[config.mk]
export PLATFORM = sky130hd
export DESIGN_NAME = apb_arbiter
export DESIGN_NICKNAME = d
export VERILOG_FILES = /design/src/rtl/apb_arbiter.sv
export SDC_FILE = /design/constraint.sdc
export NUM_CORES = 1
export LEC_CHECK = 0
export CAP_MARGIN = 20
export CORE_MARGIN = 8
export CORE_UTILIZATION = 38
export CTS_CLUSTER_SIZE = 16
export DETAILED_ROUTE_END_ITERATION = 8
export GPL_TIMING_DRIVEN = 0
export PLACE_DENSITY = 0.82
export SYNTH_ARGS = -nofsm -noshare
export SYNTH_HDL_FRONTEND = slang
export SYNTH_SLANG_ARGS = --single-unit
[constraint.sdc]
create_clock -name HCLK -period 2.1 [get_ports HCLK]
set_input_delay 0.21 -clock HCLK [delete_from_list [all_inputs] [get_ports HCLK]]
set_output_delay 0.21 -clock HCLK [all_outputs]
set_load 0.005 [all_outputs]
[src/rtl/apb_arbiter.sv]
// apb_arbiter: round-robin arbiter for two APB requesters onto one shared bus. A zero-wait transfer takes 4 cycles, and the requester sees pready one cycle after s_pready.
// Defining APB_ARB_TIMEOUT_EN adds an ACCESS watchdog that ends a stuck transfer with pslverr=1 and prdata=0.
module apb_arbiter #(
   parameter int APB_ADDR_WIDTH = 12,
   parameter int TIMEOUT_CYCLES = 255
) (
   input  logic                      HCLK,
   input  logic                      HRESETn,
   input  logic                      m0_psel,
   input  logic                      m0_penable,
   input  logic                      m0_pwrite,
   input  logic [APB_ADDR_WIDTH-1:0] m0_paddr,
   input  logic [31:0]               m0_pwdata,
   output logic [31:0]               m0_prdata,
   output logic                      m0_pready,
   output logic                      m0_pslverr,
   input  logic                      m1_psel,
   input  logic                      m1_penable,
   input  logic                      m1_pwrite,
   input  logic [APB_ADDR_WIDTH-1:0] m1_paddr,
   input  logic [31:0]               m1_pwdata,
   output logic [31:0]               m1_prdata,
   output logic                      m1_pready,
   output logic                      m1_pslverr,
   output logic                      s_psel,
   output logic                      s_penable,
   output logic                      s_pwrite,
   output logic [APB_ADDR_WIDTH-1:0] s_paddr,
   output logic [31:0]               s_pwdata,
   input  logic [31:0]               s_prdata,
   input  logic                      s_pready,
   input  logic                      s_pslverr,
   output logic [1:0]                grant_o
);
   typedef enum logic [1:0] {ST_IDLE, ST_SETUP, ST_ACCESS, ST_DONE} state_t;

   state_t                    r_state;
   state_t                    w_state_nxt;
   logic [1:0]                r_gnt;
   logic                      r_last;
   logic                      r_pwrite;
   logic [APB_ADDR_WIDTH-1:0] r_paddr;
   logic [31:0]               r_pwdata;
   logic [31:0]               r_prdata;
   logic                      r_pslverr;
   logic                      w_req;
   logic                      w_pick1;
   logic                      w_timeout;
   logic                      w_unused;

   assign w_req   = m0_psel | m1_psel;
   // On a tie, grant the requester that was not served last (r_last=1 means m1 was served last).
   assign w_pick1 = m1_psel & (~m0_psel | ~r_last);

`ifdef APB_ARB_TIMEOUT_EN
   localparam int TW = $clog2(TIMEOUT_CYCLES + 1);
   logic [TW-1:0] r_tcnt;

   always_ff @(posedge HCLK or negedge HRESETn) begin
      if (!HRESETn)                 r_tcnt <= '0;
      else if (r_state == ST_SETUP)  r_tcnt <= '0;
      else if (r_state == ST_ACCESS) r_tcnt <= r_tcnt + 1'b1;
   end

   assign w_timeout = (r_state == ST_ACCESS) && !s_pready && (r_tcnt == TW'(TIMEOUT_CYCLES - 1));
   assign w_unused  = &{1'b0, m0_penable, m1_penable};
`else
   assign w_timeout = 1'b0;
   assign w_unused  = &{1'b0, m0_penable, m1_penable, TIMEOUT_CYCLES[0]};
`endif

   always_ff @(posedge HCLK or negedge HRESETn) begin
      if (!HRESETn) r_state <= ST_IDLE;
      else          r_state <= w_state_nxt;
   end

   always_comb begin
      w_state_nxt = r_state;
      s_psel      = 1'b0;
      s_penable   = 1'b0;
      m0_pready   = 1'b0;
      m1_pready   = 1'b0;
      m0_pslverr  = 1'b0;
      m1_pslverr  = 1'b0;
      m0_prdata   = 32'h0;
      m1_prdata   = 32'h0;
      case (r_state)
         ST_IDLE: begin
            if (w_req) w_state_nxt = ST_SETUP;
         end
         ST_SETUP: begin
            s_psel      = 1'b1;
            w_state_nxt = ST_ACCESS;
         end
         ST_ACCESS: begin
            s_psel    = 1'b1;
            s_penable = 1'b1;
            if (s_pready || w_timeout) w_state_nxt = ST_DONE;
         end
         ST_DONE: begin
            m0_pready   = r_gnt[0];
            m1_pready   = r_gnt[1];
            m0_pslverr  = r_gnt[0] & r_pslverr;
            m1_pslverr  = r_gnt[1] & r_pslverr;
            m0_prdata   = r_gnt[0] ? r_prdata : 32'h0;
            m1_prdata   = r_gnt[1] ? r_prdata : 32'h0;
            w_state_nxt = ST_IDLE;
         end
         default: w_state_nxt = ST_IDLE;
      endcase
   end

   always_ff @(posedge HCLK or negedge HRESETn) begin
      if (!HRESETn) begin
         r_gnt     <= 2'b00;
         r_last    <= 1'b1;
         r_pwrite  <= 1'b0;
         r_paddr   <= '0;
         r_pwdata  <= 32'h0;
         r_prdata  <= 32'h0;
         r_pslverr <= 1'b0;
      end else begin
         case (r_state)
            ST_IDLE: begin
               if (w_req) begin
                  r_gnt    <= w_pick1 ? 2'b10 : 2'b01;
                  r_pwrite <= w_pick1 ? m1_pwrite : m0_pwrite;
                  r_paddr  <= w_pick1 ? m1_paddr  : m0_paddr;
                  r_pwdata <= w_pick1 ? m1_pwdata : m0_pwdata;
               end
            end
            ST_ACCESS: begin
               if (w_timeout) begin
                  r_prdata  <= 32'h0;
                  r_pslverr <= 1'b1;
               end else if (s_pready) begin
                  r_prdata  <= s_prdata;
                  r_pslverr <= s_pslverr;
               end
            end
            ST_DONE: begin
               r_last <= r_gnt[1];
               r_gnt  <= 2'b00;
            end
            default: ;
         endcase
      end
   end

   assign s_pwrite = r_pwrite;
   assign s_paddr  = r_paddr;
   assign s_pwdata = r_pwdata;
   assign grant_o  = r_gnt;
endmodule
==> results.cfg, run 1 <==
[global_routing]
grt_overflow = 0
grt_max_degree = 46
grt_use_total = 0.210
antenna_found_initial = 0
grt_pass1_wl_mm = 24.1
grt_pass1_vias = 4504

[logic_synthesis]
synth_seq_area_share = 0.505
synth_nets = 558
syn_avg_cell_area_um2 = 9.72
syn_inst = 423
synth_edf_count = 0
synthArstFlopShare = 1.00
ys_warn_count = 0
syn-cell-area_mm2 = 0.00411
ys_ff_latch = 83
ys.flop_type = dfrtp_1
synth_cell_types = 25

[clocking]
clk_pin_slew_ns = 0.09
h-tree-depth = 3
cts_made_buffers = 9
cts_root_buffer = clkbuf_8
cts.sinks = 83
cts_buffer_depth = 2
clkLatencyLatePin_ns = 0.35
cts_tree = done

[route]
drtAntennaViolNets = 0
drtPass1Iterations = 5
wire_per_inst_um = 18.7
drc = 0
drt_iter0_markers = 306
num_vias = 4223
drt-total-wl_mm = 15.5
avgViaCountPerCell = 5.09

[sta]
finClkSkew_ns = 0.0120
fmax_ghz = 0.491
finalSetupViolations = 0
worst_hold_slack_ns = 0.404
slew_viol_final = 0
tightest_slew_ns = 0.542
finalCriticalPeriod_ns = 2.04
hold_violations = 0
fin_crit_sh = 0.970
slew_headroom = 0.638
grt_setup_unrepaired = yes

[die]
io_pins = 247
initial_core_util = 0.384
die_width_um = 120
die_y_um = 120
row_count = 38
fp.dieArea_mm2 = 0.0144
coreArea_mm2 = 0.0107

[critical_path]
endpoint_kind = output pin
timing.rr.start = r_state[0]
endpoint = m0_prdata[16]
r2r_setup_slack_ns = 0.30
crit_arrival_ns = 1.83
rr_worst_depth = 6
worstPathMaxFanout = 10
start_kind = flip-flop
required_ns = 1.89
cp-startpoint = r_state[1]
path_class = reg2out
r2r-end = r_state[1]

[flow_run]
maxCapViolCount = 0

[place]
dpl.hpwl_mm = 12.5
post_dp_cell_area_mm2 = 0.00676
dp.cells = 808
place_congestion = 0.949
port_buffers = 244

[layout]
diodes = 0
layout.nets = 819
design_area_mm2 = 0.00712
area_growth_pct = 73.0
fill_cells = 840
drive_gt1_frac = 0.145
regArea_mm2 = 0.00208
fin_cells = 829
multi_input_area_mm2 = 0.00181

[pwr]
leakage_nw = 3.59
peakVddDrop_mv = 0.588
p_total_mw = 8.43
power_density_mw_per_mm2 = 1180

[hold_path]
hold_class = in2async

[status]
status = complete, no violations
## cell type report
class / count / area share
flip-flops and latches: 83 / 0.292
inverters: 3 / 0.00158
repair buffers: 250 / 0.358
plain buffers: 35 / 0.0401
clock inverters: 6 / 0.0100
clock buffers: 10 / 0.0193
multi-input cells: 302 / 0.254
well taps: 140 / 0.0246
## layer usage
metal | share of wire | routed length, um | GRT usage | vias up
met5 | 0 | 0 | 0 | -
met1 | 0.37 | 5760 | 0.220 | 2014
li1 | - | - | - | 1981
met3 | 0.11 | 1730 | 0.0930 | 20
met2 | 0.50 | 7770 | 0.371 | 208
met4 | 0.017 | 271 | 0.0656 | 0
## worst min path at each step
stage,from,to,slack (ns),depth (start not counted)
6_report,HRESETn,r_prdata[30],0.40,2
5_1_grt,m0_pwdata[17],s_pwdata[17],0.39,3
4_1_cts,HRESETn,r_prdata[30],0.40,2
3_5_place_dp,HRESETn,r_prdata[30],0.22,1
3_3_place_gp,r_prdata[20],r_prdata[20],0.50,1
2_1_floorplan,HRESETn,grant_o[0],-0.09,0
## state kept, by name (all words and copies together), names as in the netlist
signal	cells
grant_o	2
r_last	1
r_prdata	32
r_pslverr	1
r_state	2
s_paddr	12
s_pwdata	32
s_pwrite	1
## through the flow
stage	utilization	setup WS (ns)	TNS (ns)
detailed placement	0.631	-0.228	-3.72
global placement	0.629	-2.12	-176.53
finish	0.665	0.0630	0
CTS	0.659	0.00350	0
global route	0.665	-0.0217	-0.0277
floorplan	-	0.573	0
## synthesized netlist by cell type, drive strengths merged (2+ instances only)
library cell / n / area, um^2
nor2: 46 / 173
nand2: 91 / 342
buf: 22 / 185
inv: 3 / 11.3
o21ai: 3 / 15.0
and3: 66 / 413
ha: 5 / 62.6
dfrtp: 82 / 2050
a31oi: 45 / 282
clkbuf: 13 / 48.8
mux2: 35 / 398
and2: 2 / 12.5
## report_power, final
part / internal, mW / switching, mW
Combinational: 2.44 / 1.78
Sequential: 2.43 / 0.578
Clock: 0.593 / 0.601
Total: 5.46 / 2.96
## cells by family after synthesis
kind of cell,synth area share
compound gates,0.0885
fa+ha+maj,0.0152
buf+inv,0.0596
flops,0.505
mux,0.0967
simple gates,0.235
## layout by cell type (no fill, tap or decap), types with 2 or more instances in the layout
cell type        count
clkdlybuf4s50_1    213
clkbuf_2             5
o21ai_0              3
dlymetal6s2s_1      21
nand2_1             91
dfrtp_2              2
buf_6               10
ha_2                 2
clkbuf_4             3
dfrtp_1             80
clkinvlp_4           2
a31oi_1             45
inv_1                3
buf_4               11
buf_2                7
dlygate4sd2_1        9
inv_6                2
clkbuf_8            13
and3_1              66
ha_1                 2
mux2_2              34
nor2_1              46
and2_1               2
## what timing repair did
| action | in CTS | in global routing |
|---|---|---|
| hold buffers | 1 | 0 |
| resized for setup | 29 | 35 |
| endpoints found under the setup margin | 67 | 54 |
| gates cloned | 0 | 0 |
| buffers inserted | 4 | 0 |
| hold endpoints to repair | 37 | 0 |
## worst max-delay path, cell delays in order (launching register included)
cell,delay (ns)
dfrtp_1,0.40
ha_4,0.19
clkbuf_4,0.18
and3_1,0.19
clkdlybuf4s50_1,0.52
(Power assumes the default switching activity.)
==> run 2, diff against run 1 <==
--- a/config.mk
+++ b/config.mk
@@ -10,7 +10,6 @@
 export CORE_UTILIZATION = 38
 export CTS_CLUSTER_SIZE = 16
 export DETAILED_ROUTE_END_ITERATION = 8
-export GPL_TIMING_DRIVEN = 0
 export PLACE_DENSITY = 0.82
 export SYNTH_ARGS = -nofsm -noshare
 export SYNTH_HDL_FRONTEND = slang
==> constraint.sdc (replaced) <==
create_clock -name HCLK -period 1.9 [get_ports HCLK]
set_input_delay 0.19 -clock HCLK [delete_from_list [all_inputs] [get_ports HCLK]]
set_output_delay 0.19 -clock HCLK [all_outputs]
set_load 0.005 [all_outputs]
==> run 2 against run 1 <==
  * Total power increased by 8.6%
  * Via count fell by 4.1%
  * Critical path depth grew 1
==> results.cfg, run 2 (synthesized netlist as in run 1, its figures left out) <==
[status]
status = complete, no violations

[clocking]
cts_root_buffer = clkbuf_8
cts_buffer_depth = 2
clk_pin_slew_ns = 0.08
cts.sinks = 83
cts_made_buffers = 9
clkLatencyLatePin_ns = 0.35
h-tree-depth = 3
cts_tree = done

[layout]
fin_util = 0.652
final_common_cell = clkdlybuf4s50_1
area_growth_pct = 69.6
layout_common_cells = clkdlybuf4s50_1, nand2_1, dfrtp_1
layout.nets = 795
fin_cells = 805
diodes = 0
drive_gt1_frac = 0.117

[sta]
tightest_slew_ns = 0.567
finalSetupViolations = 0
slew_headroom = 0.622
fin_crit_sh = 0.975
slew_viol_final = 0
fmax_ghz = 0.540
finClkSkew_ns = 0.00871
finalCriticalPeriod_ns = 1.85
tns_ns = 0
hold_violations = 0

[die]
row_count = 38
die_y_um = 120
io_pins = 247
die_width_um = 120
fp.dieArea_mm2 = 0.0144
initial_core_util = 0.384
coreArea_mm2 = 0.0107

[critical_path]
cp_slowest_stage_delay_ns = 0.42
r2r-end = r_state[1]
path_class = reg2out
cpMaxStageDelayCell = dfrtp_1
endpoint_kind = output pin
start_kind = flip-flop
required_ns = 1.71
rr_worst_depth = 6
critical_path_depth = 5
worstPathMaxFanout = 34
r2r_setup_slack_ns = 0.22
crit_arrival_ns = 1.66
timing.critical_path.cells = buf_6 -> ha_4 -> buf_16 -> and3_1 -> dlygate4sd2_1
path_delay_family = buffers and inverters
cp-startpoint = r_state[1]
endpoint = m1_prdata[30]
critPathBufInv = 3
timing.rr.start = r_state[0]

[global_routing]
grt_use_total = 0.190
grt_max_degree = 55
antenna_found_initial = 0
grt_pass1_wl_mm = 22.0
grt_overflow = 0
grt_pass1_vias = 4117

[pwr]
p_total_mw = 9.15
peakVddDrop_mv = 0.675
power_density_mw_per_mm2 = 1310
leakage_nw = 3.27

[route]
drtAntennaViolNets = 0
avgViaCountPerCell = 5.03
drt-total-wl_mm = 13.9
drc = 0
num_vias = 4050
drt_iter0_markers = 214
drtPass1Iterations = 5
wire_per_inst_um = 17.2

[place]
place_congestion = 0.809
dpl.hpwl_mm = 10.6
dp.cells = 784
port_buffers = 244

[flow_run]
maxCapViolCount = 0

[hold_path]
hold_class = in2async
## run 2: how the worst min path moves through the flow
| stage | slack (ns) | end | cells after the start |
|---|---|---|---|
| detailed placement | 0.22 | r_prdata[26] | 1 |
| global route | 0.38 | s_pwdata[19] | 3 |
| CTS | 0.36 | s_pwdata[10] | 3 |
| finish | 0.38 | r_prdata[23] | 2 |
| floorplan | -0.11 | grant_o[0] | 0 |
| global placement | 0.22 | r_prdata[26] | 1 |
## run 2: stage by stage
| step | instance area, um^2 | hold WS, ns | setup WS, ns |
|---|---|---|---|
| 2_1_floorplan | 4110 | -0.106 | 0.373 |
| 3_5_place_dp | 6660 | 0.218 | 0.152 |
| 5_1_grt | 6970 | 0.380 | -0.0181 |
| 4_1_cts | 6890 | 0.361 | 0.00156 |
| 3_3_place_gp | 6660 | 0.217 | 0.206 |
| 6_report | 6970 | 0.382 | 0.0476 |
## run 2: per-layer routing
layer | share of wire | track usage | vias to the layer above
met5 | 0 | 0 | -
met4 | 0.016 | 0.0640 | 0
met3 | 0.11 | 0.0841 | 12
met2 | 0.49 | 0.326 | 203
met1 | 0.39 | 0.206 | 1905
li1 | - | - | 1930
## run 2: timing repair
item / CTS / global route
pin swaps: 1 / 0
resized for setup: 77 / 49
gates cloned: 1 / 0
endpoints found under the setup margin: 69 / 1
hold endpoints to repair: 41 / 0
buffers inserted: 2 / 1
hold buffers: 1 / 0
## run 2: power by group
group / total [mW] / internal [mW] / switching (mW)
registers: 3.28 / 2.68 / 0.597
clock network: 1.44 / 0.813 / 0.625
logic: 4.43 / 2.56 / 1.87
## run 2: cell type report
type | instances | area, um^2
Clock inverter | 4 | 73.8
Timing Repair Buffer | 261 | 2650
Multi-Input combinational cell | 302 | 1830
Fill cell | 853 | 3720
Sequential cell | 83 | 2080
Tap cell | 140 | 175
Inverter | 3 | 11.3
Clock buffer | 12 | 155
==> run 3, diff against run 2 <==
--- a/config.mk
+++ b/config.mk
@@ -10,7 +10,8 @@
 export CORE_UTILIZATION = 38
 export CTS_CLUSTER_SIZE = 16
 export DETAILED_ROUTE_END_ITERATION = 8
-export PLACE_DENSITY = 0.82
+export PLACE_DENSITY = 0.87
+export REMOVE_ABC_BUFFERS = 1
 export SYNTH_ARGS = -nofsm -noshare
 export SYNTH_HDL_FRONTEND = slang
 export SYNTH_SLANG_ARGS = --single-unit
==> run 3 against run 2 <==
  * Flip-flop and latch count is the same
  * Final cell count down 0.37%
  * Setup slack improved by 0.0073 ns
  * Total power up 1.0%
  * Critical endpoint is now s_penable
==> results.cfg, run 3 (synthesized netlist as in run 1, its figures left out) <==
[status]
status = complete, no violations

[layout]
diodes = 0
layout.nets = 792
layout_common_cells = clkdlybuf4s50_1, nand2_1, dfrtp_1
final_common_cell = clkdlybuf4s50_1
drive_gt1_frac = 0.110
area_growth_pct = 67.9
fin_util = 0.645

[route]
drc = 0
drtAntennaViolNets = 0
num_vias = 4053
wire_per_inst_um = 17.3
drtPass1Iterations = 4
avgViaCountPerCell = 5.05
drt_iter0_markers = 242
drt-total-wl_mm = 13.9

[global_routing]
grt_max_degree = 91
grt_use_total = 0.187
busiest_layer = met2
antenna_found_initial = 0
grt_overflow = 0
met1_usage = 0.203
grt_pass1_wl_mm = 21.6
met2_usage = 0.302
met3_usage = 0.0855
grt_pass1_vias = 4160

[die]
coreArea_mm2 = 0.0107
initial_core_util = 0.384
die_y_um = 120
fp.dieArea_mm2 = 0.0144
io_pins = 247
row_count = 38
die_width_um = 120

[place]
dpl.hpwl_mm = 10.4
place_congestion = 0.848
port_buffers = 244
pre_cts_slack_ns = 0.0424

[critical_path]
worstPathMaxFanout = 4
crit_arrival_ns = 1.66
start_kind = flip-flop
required_ns = 1.71
path_class = reg2out
endpoint_kind = output pin

[clocking]
cts_root_buffer = clkbuf_8
clk_pin_slew_ns = 0.08
clkLatencyLatePin_ns = 0.34
h-tree-depth = 3
cts.sinks = 83
cts_buffer_depth = 2
cts_made_buffers = 9
cts_tree = done

[sta]
finClkSkew_ns = 0.00701
fin_crit_sh = 0.971
grt_setup_unrepaired = no
slew_headroom = 0.656
fmax_ghz = 0.542
finalSetupViolations = 0
finalCriticalPeriod_ns = 1.85
slew_viol_final = 0
hold_violations = 0
tightest_slew_ns = 0.516
setup_slack_ns = 0.0549

[pwr]
p_total_mw = 9.24
peakVddDrop_mv = 0.690
power_density_mw_per_mm2 = 1340
leakage_nw = 3.40

[flow_run]
maxCapViolCount = 0

[hold_path]
hold_class = in2async
==> run 3: changes by cell type in the layout (fill, tap and decap cells not counted), sizes merged, moves of 2 or more <==
cell,before,now
dlygate4sd2,25,69
clkdlybuf4s15,44,0
clkinv,2,0
buf,17,14
==> run 3: cell type report <==
type / instances / area, um^2
inverter: 3 / 11.3
clock inverter: 4 / 97.6
multi-input combinational: 302 / 1830
tap: 140 / 175
fill: 872 / 3790
sequential: 83 / 2080
clock buffer: 12 / 145
timing repair buffer: 258 / 2570
==> run 3: report_power, final <==
| part | total (mW) | switching [mW] | internal, mW |
|---|---|---|---|
| Combinational | 4.41 | 1.90 | 2.51 |
| Sequential | 3.30 | 0.611 | 2.69 |
| Clock | 1.53 | 0.621 | 0.911 |
| Total | 9.24 | 3.13 | 6.11 |
==> run 3: path summary, 6_finish.rpt <==
| path | slack [ns] | end | cells after the start | start |
|---|---|---|---|---|
| setup / recovery | 0.05 | s_penable | 4 | r_state[0] |
| max in group asynchronous | 0.88 | r_prdata[14] | 3 | HRESETn |
| setup reg to reg | 0.14 | s_pwdata[15] | 7 | r_state[1] |
| hold reg to reg | 0.52 | r_prdata[27] | 1 | r_prdata[27] |
| min in group HCLK | 0.40 | s_paddr[4] | 3 | m0_paddr[4] |
| hold / removal | 0.38 | r_prdata[17] | 2 | HRESETn |
==> run 3: timing repair <==
item                                   CTS  global route
hold buffers                             1             0
buffers inserted                         3             0
gates resized for setup                 78             0
setup endpoints to repair               69             0
endpoints found under the hold margin   36             0
==> run 3: routing by layer <==
layer	vias to the layer above	wire length [um]
li1	1916	-
met1	1879	5470
met2	226	6210
met3	32	1730
met4	0	451
met5	-	0
==> run 3: critical path, cell delays in order (launching register included) <==
cell and delay [ns]:
dfrtp_1 0.41, buf_4 0.17, inv_2 0.09, ha_4 0.15, clkdlybuf4s50_1 0.50
==> run 3: stage by stage <==
stage	cells	hold WS, ns	cell area, um^2	setup TNS, ns
finish	802	0.383	6910	0
global route	802	0.381	6910	0
CTS	802	0.374	6910	0
detailed placement	781	0.200	6650	0
global placement	781	0.190	6650	0
floorplan	388	-0.106	3880	-30.89
